**config.mk**
```make
export PLATFORM = sky130hd
export DESIGN_NAME = multicycle_control_unit_flat
export DESIGN_NICKNAME = d
export VERILOG_FILES = /design/src/rtl/multicycle_control_unit_if.sv /design/src/rtl/multicycle_control_unit.sv /design/src/flat_wrapper.sv
export SDC_FILE = /design/constraint.sdc
export NUM_CORES = 1
export LEC_CHECK = 0
export ABC_AREA = 1
export CAP_MARGIN = 20
export CORE_MARGIN = 5
export CORE_UTILIZATION = 45
export CTS_BUF_LIST = sky130_fd_sc_hd__clkbuf_4 sky130_fd_sc_hd__clkbuf_8
export DETAILED_ROUTE_END_ITERATION = 10
export HOLD_SLACK_MARGIN = 0.15
export MAX_ROUTING_LAYER = met4
export PLACE_DENSITY = 0.8
export SLEW_MARGIN = 15
export SYNTH_ARGS = -nofsm -noshare
export SYNTH_HDL_FRONTEND = slang
export SYNTH_SLANG_ARGS = --single-unit
export TNS_END_PERCENT = 20
```
**constraint.sdc**
```tcl
create_clock -name CLK -period 2.2 [get_ports CLK]
set_input_delay 0.44 -clock CLK [delete_from_list [all_inputs] [get_ports CLK]]
set_output_delay 0.44 -clock CLK [all_outputs]
set_load 0.1 [all_outputs]
```
**src/rtl/multicycle_control_unit_if.sv**
```systemverilog
// Control bundle between the multicycle control unit and the MIPS datapath.
// slave  : the control unit (reads IR fields/hits/flags, drives selects and strobes)
// master : the datapath side (drives IR fields/hits/flags, reads selects and strobes)
interface multicycle_control_unit_if;
  logic [5:0] Instruct;
  logic [5:0] funct;
  logic       ihit;
  logic       dhit;
  logic       zero;
  logic       overflow;
  logic       PCWr;
  logic       IRWr;
  logic       RegWr;
  logic [1:0] RegDst;
  logic [1:0] ALUSrc;
  logic       ExtOp;
  logic [3:0] ALUop;
  logic       iREN;
  logic       dREN;
  logic       dWEN;
  logic       beq;
  logic       bne;
  logic       jump;
  logic       jal;
  logic       jr;
  logic       lui;
  logic       mem2reg;
  logic       halt;
  logic       mem_err;
  logic [2:0] state_o;

  modport slave (
    input  Instruct, funct, ihit, dhit, zero, overflow,
    output PCWr, IRWr, RegWr, RegDst, ALUSrc, ExtOp, ALUop, iREN, dREN, dWEN,
           beq, bne, jump, jal, jr, lui, mem2reg, halt, mem_err, state_o
  );

  modport master (
    output Instruct, funct, ihit, dhit, zero, overflow,
    input  PCWr, IRWr, RegWr, RegDst, ALUSrc, ExtOp, ALUop, iREN, dREN, dWEN,
           beq, bne, jump, jal, jr, lui, mem2reg, halt, mem_err, state_o
  );
endinterface

```
**src/rtl/multicycle_control_unit.sv**
```systemverilog
// Multicycle MIPS control FSM: FETCH/DECODE/EXEC/MEM/WB sequencing with
// cache-hit waits, hit-wait timeout, overflow trap and illegal-opcode halt.
//
// state  | meaning
// FETCH  | icache read, load IR and PC+4 on ihit
// DECODE | resolve J/JAL/HALT/illegal, else go execute
// EXEC   | branches/JR resolve, overflow trap, pick MEM or WB
// MEM    | dcache read (LW) or write (SW) until dhit
// WB     | register file write
// HALT   | parked until reset
module multicycle_control_unit #(
  parameter int MEM_TIMEOUT     = 16,
  parameter bit OVF_TRAP        = 1'b1,
  parameter bit HALT_ON_ILLEGAL = 1'b1
) (
  input logic CLK,
  input logic nRST,
  multicycle_control_unit_if.slave ctl
);
  typedef enum logic [2:0] {
    S_FETCH = 3'd0, S_DECODE = 3'd1, S_EXEC = 3'd2,
    S_MEM = 3'd3, S_WB = 3'd4, S_HALT = 3'd5
  } state_t;

  localparam logic [5:0] OP_RTYPE = 6'h00, OP_J = 6'h02, OP_JAL = 6'h03, OP_BEQ = 6'h04,
                         OP_BNE = 6'h05, OP_ADDI = 6'h08, OP_ADDIU = 6'h09, OP_SLTI = 6'h0A,
                         OP_SLTIU = 6'h0B, OP_ANDI = 6'h0C, OP_ORI = 6'h0D, OP_XORI = 6'h0E,
                         OP_LUI = 6'h0F, OP_LW = 6'h23, OP_SW = 6'h2B, OP_HALT = 6'h3F;
  localparam logic [5:0] F_SLL = 6'h00, F_SRL = 6'h02, F_JR = 6'h08, F_ADD = 6'h20,
                         F_ADDU = 6'h21, F_SUB = 6'h22, F_SUBU = 6'h23, F_AND = 6'h24,
                         F_OR = 6'h25, F_XOR = 6'h26, F_NOR = 6'h27, F_SLT = 6'h2A,
                         F_SLTU = 6'h2B;
  localparam logic [3:0] ALU_SLL = 4'd0, ALU_SRL = 4'd1, ALU_ADD = 4'd2, ALU_SUB = 4'd3,
                         ALU_AND = 4'd4, ALU_OR = 4'd5, ALU_XOR = 4'd6, ALU_NOR = 4'd7,
                         ALU_SLT = 4'd8, ALU_SLTU = 4'd9;

  // A zero timeout means "wait forever"; keep the counter at least one bit wide.
  localparam bit         TO_EN   = (MEM_TIMEOUT != 0);
  localparam int         CW      = TO_EN ? $clog2(MEM_TIMEOUT + 1) : 1;
  localparam logic [CW-1:0] TO_LAST = CW'(TO_EN ? MEM_TIMEOUT - 1 : 0);

  state_t        state, next_state;
  logic [CW-1:0] cnt;
  logic          halt_q, err_q, err_set;
  logic          legal, ovf_op, lui_sel, mem_rd, ext_op;
  logic [1:0]    reg_dst, alu_src;
  logic [3:0]    alu_op;
  logic          pc_wr, ir_wr, reg_wr, i_ren, d_ren, d_wen, beq_s, bne_s, jump_s, jal_s, jr_s;
  logic          wait_low;

  // Decode selects follow the IR fields in every state.
  always_comb begin
    legal = 1'b1; ovf_op = 1'b0; lui_sel = 1'b0; mem_rd = 1'b0; ext_op = 1'b0;
    reg_dst = 2'b00; alu_src = 2'b00; alu_op = ALU_ADD;
    case (ctl.Instruct)
      OP_RTYPE: begin
        reg_dst = 2'b01;
        case (ctl.funct)
          F_SLL:  begin alu_op = ALU_SLL; alu_src = 2'b10; end
          F_SRL:  begin alu_op = ALU_SRL; alu_src = 2'b10; end
          F_JR:   alu_op = ALU_ADD;
          F_ADD:  begin alu_op = ALU_ADD; ovf_op = 1'b1; end
          F_ADDU: alu_op = ALU_ADD;
          F_SUB:  begin alu_op = ALU_SUB; ovf_op = 1'b1; end
          F_SUBU: alu_op = ALU_SUB;
          F_AND:  alu_op = ALU_AND;
          F_OR:   alu_op = ALU_OR;
          F_XOR:  alu_op = ALU_XOR;
          F_NOR:  alu_op = ALU_NOR;
          F_SLT:  alu_op = ALU_SLT;
          F_SLTU: alu_op = ALU_SLTU;
          default: legal = 1'b0;
        endcase
      end
      OP_J:     alu_op = ALU_ADD;
      OP_JAL:   reg_dst = 2'b10;
      OP_BEQ, OP_BNE: begin alu_op = ALU_SUB; ext_op = 1'b1; end
      OP_ADDI:  begin alu_src = 2'b01; ext_op = 1'b1; ovf_op = 1'b1; end
      OP_ADDIU: begin alu_src = 2'b01; ext_op = 1'b1; end
      OP_SLTI:  begin alu_src = 2'b01; ext_op = 1'b1; alu_op = ALU_SLT; end
      OP_SLTIU: begin alu_src = 2'b01; ext_op = 1'b1; alu_op = ALU_SLTU; end
      OP_ANDI:  begin alu_src = 2'b01; alu_op = ALU_AND; end
      OP_ORI:   begin alu_src = 2'b01; alu_op = ALU_OR; end
      OP_XORI:  begin alu_src = 2'b01; alu_op = ALU_XOR; end
      OP_LUI:   begin alu_src = 2'b01; lui_sel = 1'b1; end
      OP_LW:    begin alu_src = 2'b01; ext_op = 1'b1; mem_rd = 1'b1; end
      OP_SW:    begin alu_src = 2'b01; ext_op = 1'b1; end
      OP_HALT:  alu_op = ALU_ADD;
      default:  legal = 1'b0;
    endcase
  end

  // Next state, per-state strobes and timeout detection.
  always_comb begin
    next_state = state; err_set = 1'b0; wait_low = 1'b0;
    pc_wr = 1'b0; ir_wr = 1'b0; reg_wr = 1'b0; i_ren = 1'b0; d_ren = 1'b0; d_wen = 1'b0;
    beq_s = 1'b0; bne_s = 1'b0; jump_s = 1'b0; jal_s = 1'b0; jr_s = 1'b0;
    case (state)
      S_FETCH: begin
        i_ren = 1'b1;
        if (ctl.ihit) begin
          ir_wr = 1'b1; pc_wr = 1'b1; next_state = S_DECODE;
        end else if (TO_EN && cnt == TO_LAST) begin
          err_set = 1'b1; next_state = S_HALT;
        end else begin
          wait_low = 1'b1;
        end
      end
      S_DECODE: begin
        if (ctl.Instruct == OP_HALT) next_state = S_HALT;
        else if (!legal) next_state = HALT_ON_ILLEGAL ? S_HALT : S_FETCH;
        else if (ctl.Instruct == OP_J) begin
          jump_s = 1'b1; pc_wr = 1'b1; next_state = S_FETCH;
        end else if (ctl.Instruct == OP_JAL) begin
          jal_s = 1'b1; reg_wr = 1'b1; pc_wr = 1'b1; next_state = S_FETCH;
        end else next_state = S_EXEC;
      end
      S_EXEC: begin
        if (ctl.Instruct == OP_BEQ) begin
          beq_s = 1'b1; pc_wr = ctl.zero; next_state = S_FETCH;
        end else if (ctl.Instruct == OP_BNE) begin
          bne_s = 1'b1; pc_wr = !ctl.zero; next_state = S_FETCH;
        end else if (ctl.Instruct == OP_RTYPE && ctl.funct == F_JR) begin
          jr_s = 1'b1; pc_wr = 1'b1; next_state = S_FETCH;
        end else if (ctl.Instruct == OP_LW || ctl.Instruct == OP_SW) next_state = S_MEM;
        else if (OVF_TRAP && ovf_op && ctl.overflow) next_state = S_HALT;
        else next_state = S_WB;
      end
      S_MEM: begin
        d_ren = mem_rd;
        d_wen = !mem_rd;
        if (ctl.dhit) next_state = mem_rd ? S_WB : S_FETCH;
        else if (TO_EN && cnt == TO_LAST) begin
          err_set = 1'b1; next_state = S_HALT;
        end else begin
          wait_low = 1'b1;
        end
      end
      S_WB: begin
        reg_wr = 1'b1; next_state = S_FETCH;
      end
      S_HALT:  next_state = S_HALT;
      default: next_state = S_FETCH;
    endcase
  end

  // State, hit-wait counter and sticky halt/error flags.
  always_ff @(posedge CLK) begin
    if (!nRST) begin
      state  <= S_FETCH;
      cnt    <= '0;
      halt_q <= 1'b0;
      err_q  <= 1'b0;
    end else begin
      state  <= next_state;
      halt_q <= halt_q | (next_state == S_HALT);
      err_q  <= err_q | err_set;
      if (next_state != state) cnt <= '0;
      else if (TO_EN && wait_low) cnt <= cnt + 1'b1;
    end
  end

  // Outputs are held at zero for as long as reset is asserted.
  always_comb begin
    ctl.PCWr = 1'b0; ctl.IRWr = 1'b0; ctl.RegWr = 1'b0; ctl.RegDst = 2'b00;
    ctl.ALUSrc = 2'b00; ctl.ExtOp = 1'b0; ctl.ALUop = 4'd0; ctl.iREN = 1'b0;
    ctl.dREN = 1'b0; ctl.dWEN = 1'b0; ctl.beq = 1'b0; ctl.bne = 1'b0; ctl.jump = 1'b0;
    ctl.jal = 1'b0; ctl.jr = 1'b0; ctl.lui = 1'b0; ctl.mem2reg = 1'b0; ctl.halt = 1'b0;
    ctl.mem_err = 1'b0; ctl.state_o = 3'd0;
    if (nRST) begin
      ctl.PCWr = pc_wr; ctl.IRWr = ir_wr; ctl.RegWr = reg_wr; ctl.RegDst = reg_dst;
      ctl.ALUSrc = alu_src; ctl.ExtOp = ext_op; ctl.ALUop = alu_op; ctl.iREN = i_ren;
      ctl.dREN = d_ren; ctl.dWEN = d_wen; ctl.beq = beq_s; ctl.bne = bne_s;
      ctl.jump = jump_s; ctl.jal = jal_s; ctl.jr = jr_s; ctl.lui = lui_sel;
      ctl.mem2reg = mem_rd; ctl.halt = halt_q; ctl.mem_err = err_q; ctl.state_o = state;
    end
  end
endmodule

```
**src/flat_wrapper.sv**
```systemverilog
// flat-port wrapper written by rule: the top's interface ports become plain ports
module multicycle_control_unit_flat 
#(
  parameter int MEM_TIMEOUT     = 16,
  parameter bit OVF_TRAP        = 1'b1,
  parameter bit HALT_ON_ILLEGAL = 1'b1
)
  (CLK, nRST, ctl_Instruct, ctl_funct, ctl_ihit, ctl_dhit, ctl_zero, ctl_overflow, ctl_PCWr, ctl_IRWr, ctl_RegWr, ctl_RegDst, ctl_ALUSrc, ctl_ExtOp, ctl_ALUop, ctl_iREN, ctl_dREN, ctl_dWEN, ctl_beq, ctl_bne, ctl_jump, ctl_jal, ctl_jr, ctl_lui, ctl_mem2reg, ctl_halt, ctl_mem_err, ctl_state_o);
  multicycle_control_unit_if ctl_i ();
  input logic CLK;
  input logic nRST;
  input wire logic [$bits(ctl_i.Instruct)-1:0] ctl_Instruct;
  input wire logic [$bits(ctl_i.funct)-1:0] ctl_funct;
  input wire logic [$bits(ctl_i.ihit)-1:0] ctl_ihit;
  input wire logic [$bits(ctl_i.dhit)-1:0] ctl_dhit;
  input wire logic [$bits(ctl_i.zero)-1:0] ctl_zero;
  input wire logic [$bits(ctl_i.overflow)-1:0] ctl_overflow;
  output wire logic [$bits(ctl_i.PCWr)-1:0] ctl_PCWr;
  output wire logic [$bits(ctl_i.IRWr)-1:0] ctl_IRWr;
  output wire logic [$bits(ctl_i.RegWr)-1:0] ctl_RegWr;
  output wire logic [$bits(ctl_i.RegDst)-1:0] ctl_RegDst;
  output wire logic [$bits(ctl_i.ALUSrc)-1:0] ctl_ALUSrc;
  output wire logic [$bits(ctl_i.ExtOp)-1:0] ctl_ExtOp;
  output wire logic [$bits(ctl_i.ALUop)-1:0] ctl_ALUop;
  output wire logic [$bits(ctl_i.iREN)-1:0] ctl_iREN;
  output wire logic [$bits(ctl_i.dREN)-1:0] ctl_dREN;
  output wire logic [$bits(ctl_i.dWEN)-1:0] ctl_dWEN;
  output wire logic [$bits(ctl_i.beq)-1:0] ctl_beq;
  output wire logic [$bits(ctl_i.bne)-1:0] ctl_bne;
  output wire logic [$bits(ctl_i.jump)-1:0] ctl_jump;
  output wire logic [$bits(ctl_i.jal)-1:0] ctl_jal;
  output wire logic [$bits(ctl_i.jr)-1:0] ctl_jr;
  output wire logic [$bits(ctl_i.lui)-1:0] ctl_lui;
  output wire logic [$bits(ctl_i.mem2reg)-1:0] ctl_mem2reg;
  output wire logic [$bits(ctl_i.halt)-1:0] ctl_halt;
  output wire logic [$bits(ctl_i.mem_err)-1:0] ctl_mem_err;
  output wire logic [$bits(ctl_i.state_o)-1:0] ctl_state_o;
  assign ctl_i.Instruct = ctl_Instruct;
  assign ctl_i.funct = ctl_funct;
  assign ctl_i.ihit = ctl_ihit;
  assign ctl_i.dhit = ctl_dhit;
  assign ctl_i.zero = ctl_zero;
  assign ctl_i.overflow = ctl_overflow;
  assign ctl_PCWr = ctl_i.PCWr;
  assign ctl_IRWr = ctl_i.IRWr;
  assign ctl_RegWr = ctl_i.RegWr;
  assign ctl_RegDst = ctl_i.RegDst;
  assign ctl_ALUSrc = ctl_i.ALUSrc;
  assign ctl_ExtOp = ctl_i.ExtOp;
  assign ctl_ALUop = ctl_i.ALUop;
  assign ctl_iREN = ctl_i.iREN;
  assign ctl_dREN = ctl_i.dREN;
  assign ctl_dWEN = ctl_i.dWEN;
  assign ctl_beq = ctl_i.beq;
  assign ctl_bne = ctl_i.bne;
  assign ctl_jump = ctl_i.jump;
  assign ctl_jal = ctl_i.jal;
  assign ctl_jr = ctl_i.jr;
  assign ctl_lui = ctl_i.lui;
  assign ctl_mem2reg = ctl_i.mem2reg;
  assign ctl_halt = ctl_i.halt;
  assign ctl_mem_err = ctl_i.mem_err;
  assign ctl_state_o = ctl_i.state_o;
  multicycle_control_unit #(.MEM_TIMEOUT(MEM_TIMEOUT), .OVF_TRAP(OVF_TRAP), .HALT_ON_ILLEGAL(HALT_ON_ILLEGAL)) u_core (.CLK(CLK), .nRST(nRST), .ctl(ctl_i));
endmodule
```
==> summary.md, run 1 <==
| Metric | Value |
|---|---|
| Run status | `aborted with a tool error` |
| Last stage | `4_1_cts` |
| Error message | `[ERROR DPL-0038] Utilization greater than 100%, impossible to legalize` |
| Maximum number of buffers from clock root to sink | `2` |
| Hold buffers post-CTS | `0` |
| Floorplan die height | `61.0 µm` |
| Top Ports | `45` |
| Portion of the post-synthesis area used by sequential elements | `17.1%` |
| Cell Area, Synth | `1170 µm²` |
| Post-CTS sizing | `87` |
| Number of enable flip-flop cells after synthesis | `0` |
| X dimension of the die | `61.0 µm` |
| Number of sinks handled by clock tree synthesis | `10` |
| Async set or reset register ratio after synthesis | `0%` |
| Number of buffers inserted during clock tree synthesis | `3` |
| Most instantiated flip-flop cell in the synthesis netlist | `sky130_fd_sc_hd__dfxtp_1` |
| Synth unique cells | `29` |
| DP Wirelength | `5350 µm` |
| Synthesized Nets | `240` |
| Clock Tree Root | `sky130_fd_sc_hd__clkbuf_4` |
| Post-CTS repair timing setup buffer count | `6` |
| Total of buffers placed on input and output ports | `44` |
| Instance count of the mapped netlist | `220` |
| Depth of the CTS H-tree | `1` |
| RePlAce Congestion | `1.03` |
| Site row count | `18` |
| Seq cells post-synth | `10` |
| Starting Density | `47.3%` |
| Warning count from the yosys run | `0` |
| Post-synthesis average cell area | `5.33 µm²` |
| Post-placement cell area | `2410 µm²` |
[cells by family after synthesis]
group	after synthesis	share of synthesized area (%)
flops	10	17.1
buf+inv	46	14.7
simple gates	133	49.8
fa+ha+maj	2	2.13
compound gates	25	13.1
mux	1	0.854
xor+xnor	3	2.24
[through the flow]
| step | setup TNS (ps) | cells | setup WS, ps |
|---|---|---|---|
| detailed placement | -8410 | 345 | -544 |
| global placement | -4250 | 345 | -328 |
| floorplan | -4840 | 220 | -392 |
[cells in the mapped netlist, types with 2 or more instances]
library cell,n,share of area [%]
sky130_fd_sc_hd__a21oi_1,8,3.4
sky130_fd_sc_hd__a31oi_1,2,1.1
sky130_fd_sc_hd__clkbuf_1,2,0.64
sky130_fd_sc_hd__dfxtp_1,10,17
sky130_fd_sc_hd__ha_1,2,2.1
sky130_fd_sc_hd__inv_1,42,13
sky130_fd_sc_hd__nand2_1,49,16
sky130_fd_sc_hd__nand2_2,3,1.6
sky130_fd_sc_hd__nand3_1,14,6.0
sky130_fd_sc_hd__nand4_1,4,2.1
sky130_fd_sc_hd__nor2_1,48,15
sky130_fd_sc_hd__nor2_2,2,1.1
sky130_fd_sc_hd__nor2_4,2,1.9
sky130_fd_sc_hd__nor3_1,7,3.0
sky130_fd_sc_hd__nor3_2,2,1.7
sky130_fd_sc_hd__o21ai_0,9,3.8
sky130_fd_sc_hd__xnor2_1,2,1.5
==> run 2, diff against run 1 <==
- CORE_AREA: default -> 5 5 66 68
- CORE_MARGIN: 5 -> default
- CORE_UTILIZATION: 45 -> default
- CTS_BUF_LIST: sky130_fd_sc_hd__clkbuf_4 sky130_fd_sc_hd__clkbuf_8 -> default
- DIE_AREA: default -> 0 0 71 73
- HOLD_SLACK_MARGIN: 0.15 -> default
- MAX_ROUTING_LAYER: met4 -> default
- PLACE_DENSITY: 0.8 -> default
- PLACE_DENSITY_LB_ADDON: default -> 0.15
==> run 2 against run 1 <==
- the flow now finishes without violations
- synthesized cell count is the same
- area after synthesis did not move
==> summary.md, run 2 <==
| Metric | Value |
|---|---|
| TritonCTS clock tree | `yes` |
| Power density normalized to cell area | `343 nW/µm²` |
| Switching portion of total power | `40.8%` |
| Internal Dissipation | `0.000535 W` |
| X dimension of the die | `71 µm (+16%)` |
| Clock period minus final worst setup slack | `2130 ps` |
| GRT Overall Usage | `17.5%` |
| Number of enable flip-flop cells after synthesis | `0 (unchanged)` |
| Final core utilization | `69.2%` |
| Top cells by area, synth | `sky130_fd_sc_hd__dfxtp_1, sky130_fd_sc_hd__nand2_1, sky130_fd_sc_hd__nor2_1` |
| Fraction of final layout cells sized beyond drive strength 1 | `47.4%` |
| Routed length per placed instance | `11.9 µm` |
| Part of the power in the clock network | `25.3%` |
| Type of element capturing the critical path | `output pin` |
| Number of search-and-repair iterations in the first detailed-routing pass | `4` |
| Via count normalized by instance count | `4.58` |
| Synthesized Nets | `240 (unchanged)` |
| Parity-gate share of the synthesized area counting xor and xnor cells | `2.24% (unchanged)` |
| Cell Area, Synth | `1170 µm² (unchanged)` |
| Required time of the critical path | `1760 ps` |
| Headroom to the max-slew limit | `80.8%` |
| Floorplan Core Area | `3800 µm²` |
| Multiplexer fraction of the synthesized cell area | `0.854% (unchanged)` |
| Most instantiated cells after synthesis | `sky130_fd_sc_hd__nand2_1, sky130_fd_sc_hd__nor2_1, sky130_fd_sc_hd__inv_1` |
| P_leak | `1.17 nW` |
| Transition time at the pin with the least slew margin | `288 ps` |
| Sort of element at the start of the critical path | `input pin` |
| Count of final hold-check violations | `0` |
| Max Clock Skew | `2.56 ps` |
| Number of inserted diodes | `0` |
| Critical Path Start | `ctl_funct[0]` |
| Worst path slowest cell | `sky130_fd_sc_hd__dlygate4sd2_1` |
| Regs by FF count | `u_core.cnt (5), u_core.state (3)` |
| Register-to-Register Path Depth | `13` |
| Crit Path Max Fanout | `3` |
| Total Routed Length | `4410 µm` |
| Remaining DRCs | `0` |
| Fmax | `470 MHz` |
| Maximum number of buffers from clock root to sink | `2 (unchanged)` |
| Pin count of the biggest net entering global routing | `9` |
| Setup TNS after final layout | `0 ps` |
| Critical path data arrival time | `1690 ps` |
| Delay of the slowest cell on the worst path | `240 ps` |
| Series of cell instances along the critical path | `dlygate4sd2_1, nor2_1, nand2_1, nor2_2, nand2_2, buf_4, nor2_1, buf_12` |
| P&R area growth vs syn | `124%` |
| Via count of the routed design | `1699` |
| Vias in the first global route | `1698` |
| Synth unique cells | `29 (unchanged)` |
| Async set or reset register ratio after synthesis | `0% (unchanged)` |
| Maximum VDD drop | `0.299 mV` |
| Power consumption | `0.000903 W` |
| Warning count from the yosys run | `0 (unchanged)` |
| Starting Density | `30.9% (-16 points)` |
| Total Die Area | `5180 µm²` |
| Site row count | `23 (+5)` |
| Number of nets with antenna violations after routing | `0` |
| Max-cap violations | `0` |
| Comb power frac | `52.0%` |
| Fin. max-slew vios | `0` |
| Setup CP Type | `input pin to output pin` |
| Leading cell type in the layout, fill and taps excluded | `sky130_fd_sc_hd__buf_4` |
| Area leader, netlist | `sky130_fd_sc_hd__dfxtp_1` |
| Number of buffers inserted during clock tree synthesis | `3 (unchanged)` |
| Total congestion overflow | `0` |
| Top library cells by usage in the layout, fill and taps aside | `sky130_fd_sc_hd__buf_4, sky130_fd_sc_hd__nand2_1, sky130_fd_sc_hd__inv_1, sky130_fd_sc_hd__nor2_1, sky130_fd_sc_hd__buf_12` |
| Post-synthesis average cell area | `5.33 µm² (unchanged)` |
| Path category of the worst min-delay check | `register to register` |
| Run status | `finished clean` |
| Portion of the post-synthesis area used by sequential elements | `17.1% (unchanged)` |
| Wire length of the first global-routing pass | `7510 µm` |
| Instance count of the mapped netlist | `220 (unchanged)` |
| Seq cells post-synth | `10 (unchanged)` |
| NumNets Final | `342` |
| Total of buffers placed on input and output ports | `44 (unchanged)` |
| Combinational family with the most area after synthesis | `simple AND/OR/NAND/NOR gates` |
| Slack of the worst reg-to-reg path | `300 ps` |
| Most instantiated flip-flop cell in the synthesis netlist | `sky130_fd_sc_hd__dfxtp_1` |
| Final critical-path share of the clock period | `96.7%` |
| Adder-cell share of the synthesized area | `2.13% (unchanged)` |
| Worst reg2reg endpoint | `u_core.cnt[1]` |
| Depth of the CTS H-tree | `1 (unchanged)` |
| Source-to-sink clock delay at the later pin of the worst-skew pair | `230 ps` |
| Share of the synthesized area in compound gates (AO/OA/AOI/OAI) | `13.1% (unchanged)` |
| Sw power | `0.000368 W` |
| Cell seen most often among critical-path stages | `sky130_fd_sc_hd__nor2_1` |
| Clock Tree Root | `sky130_fd_sc_hd__clkbuf_8` |
| CP endpoint | `ctl_jr` |
| Worst r2r src | `u_core.cnt[0]` |
| Number of sinks handled by clock tree synthesis | `10 (unchanged)` |
| Top Ports | `45 (unchanged)` |
| Largest reg by FF count | `u_core.cnt` |
| Fraction of power consumed by sequential logic | `22.7%` |
| DP Wirelength | `3430 µm (-36%)` |
| Number of antenna violations at the first check in global routing | `0` |
| RePlAce Congestion | `0.849 (-18%)` |
| Count of endpoints failing setup in the final report | `0` |
| Floorplan die height | `73 µm (+20%)` |
| Share of the synthesized area in the top cell type | `17.1% (unchanged)` |
| Most numerous cell in the Yosys netlist | `sky130_fd_sc_hd__nand2_1` |
| Worst-path clk slew | `50 ps` |
| Number of flip-flops in the largest register | `5` |
| Iteration-0 DRC count of the detailed router | `75` |
| Basic-gate share of the synthesized area counting and, or, nand and nor cells | `49.8% (unchanged)` |
-- run 2: area by class of cell --
cell class / instances / area [µm²]
multi-input combinational: 164 / 1040
fill: 320 / 1170
tap: 50 / 62.6
timing repair buffer: 99 / 1090
clock buffer: 4 / 55.1
inverter: 44 / 176
sequential: 10 / 201
-- run 2: metal layers --
metal	global-route usage [%]	share of wire [%]	vias to the layer above	routed length, µm
met3	3.17	3.6	4	161
met1	22.7	45	764	2010
met5	0	0	-	0
li1	-	-	896	-
met4	2.30	0.91	0	40
met2	31.1	50	35	2200
-- run 2: worst min path at each step --
stage,to,start,slack [ps],cells after the start
finish,u_core.halt_q,u_core.halt_q,460,2
global route,u_core.halt_q,u_core.halt_q,500,2
CTS,u_core.halt_q,u_core.halt_q,460,2
detailed placement,u_core.halt_q,u_core.halt_q,450,2
global placement,u_core.halt_q,u_core.halt_q,440,2
floorplan,u_core.halt_q,u_core.halt_q,420,2
-- run 2: repair_timing --
action / CTS / global route
setup endpoints to repair: 20 / 16
hold endpoints to repair: 0 / 0
hold buffers: 0 / 0
buffers inserted: 3 / 3
gates resized for setup: 44 / 33
pin swaps: 17 / 18
-- run 2: logic make-up after synthesis --
kind of cell | after synthesis
buf+inv | 46
compound gates | 25
flops | 10
xor+xnor | 3
mux | 1
simple gates | 133
fa+ha+maj | 2
-- run 2: metrics by stage --
stage,area [µm²],hold slack [ps],setup WS (ps),std cells
CTS,2570,461,-14.1,368
floorplan,1270,422,-392,220
detailed placement,2420,450,-369,361
global route,2630,498,-1.38,371
global placement,2420,436,-362,361
finish,2630,455,73.1,371
-- run 2: critical path, delay by kind of cell --
family | cells | cell delay (ps)
AND/OR/NAND/NOR | 5 | 650
buffers and inverters | 3 | 600
-- run 2: power groups by stage --
stage,Sequential [W],Clock (W),Combinational (W)
2_1_floorplan,0.000205,0,0.000255
3_3_place_gp,0.000208,0,0.000444
3_5_place_dp,0.000207,0,0.000446
4_1_cts,0.000204,0.000230,0.000456
5_1_grt,0.000206,0.000242,0.000504
6_report,0.000205,0.000228,0.000470
(Power assumes the default switching activity.)
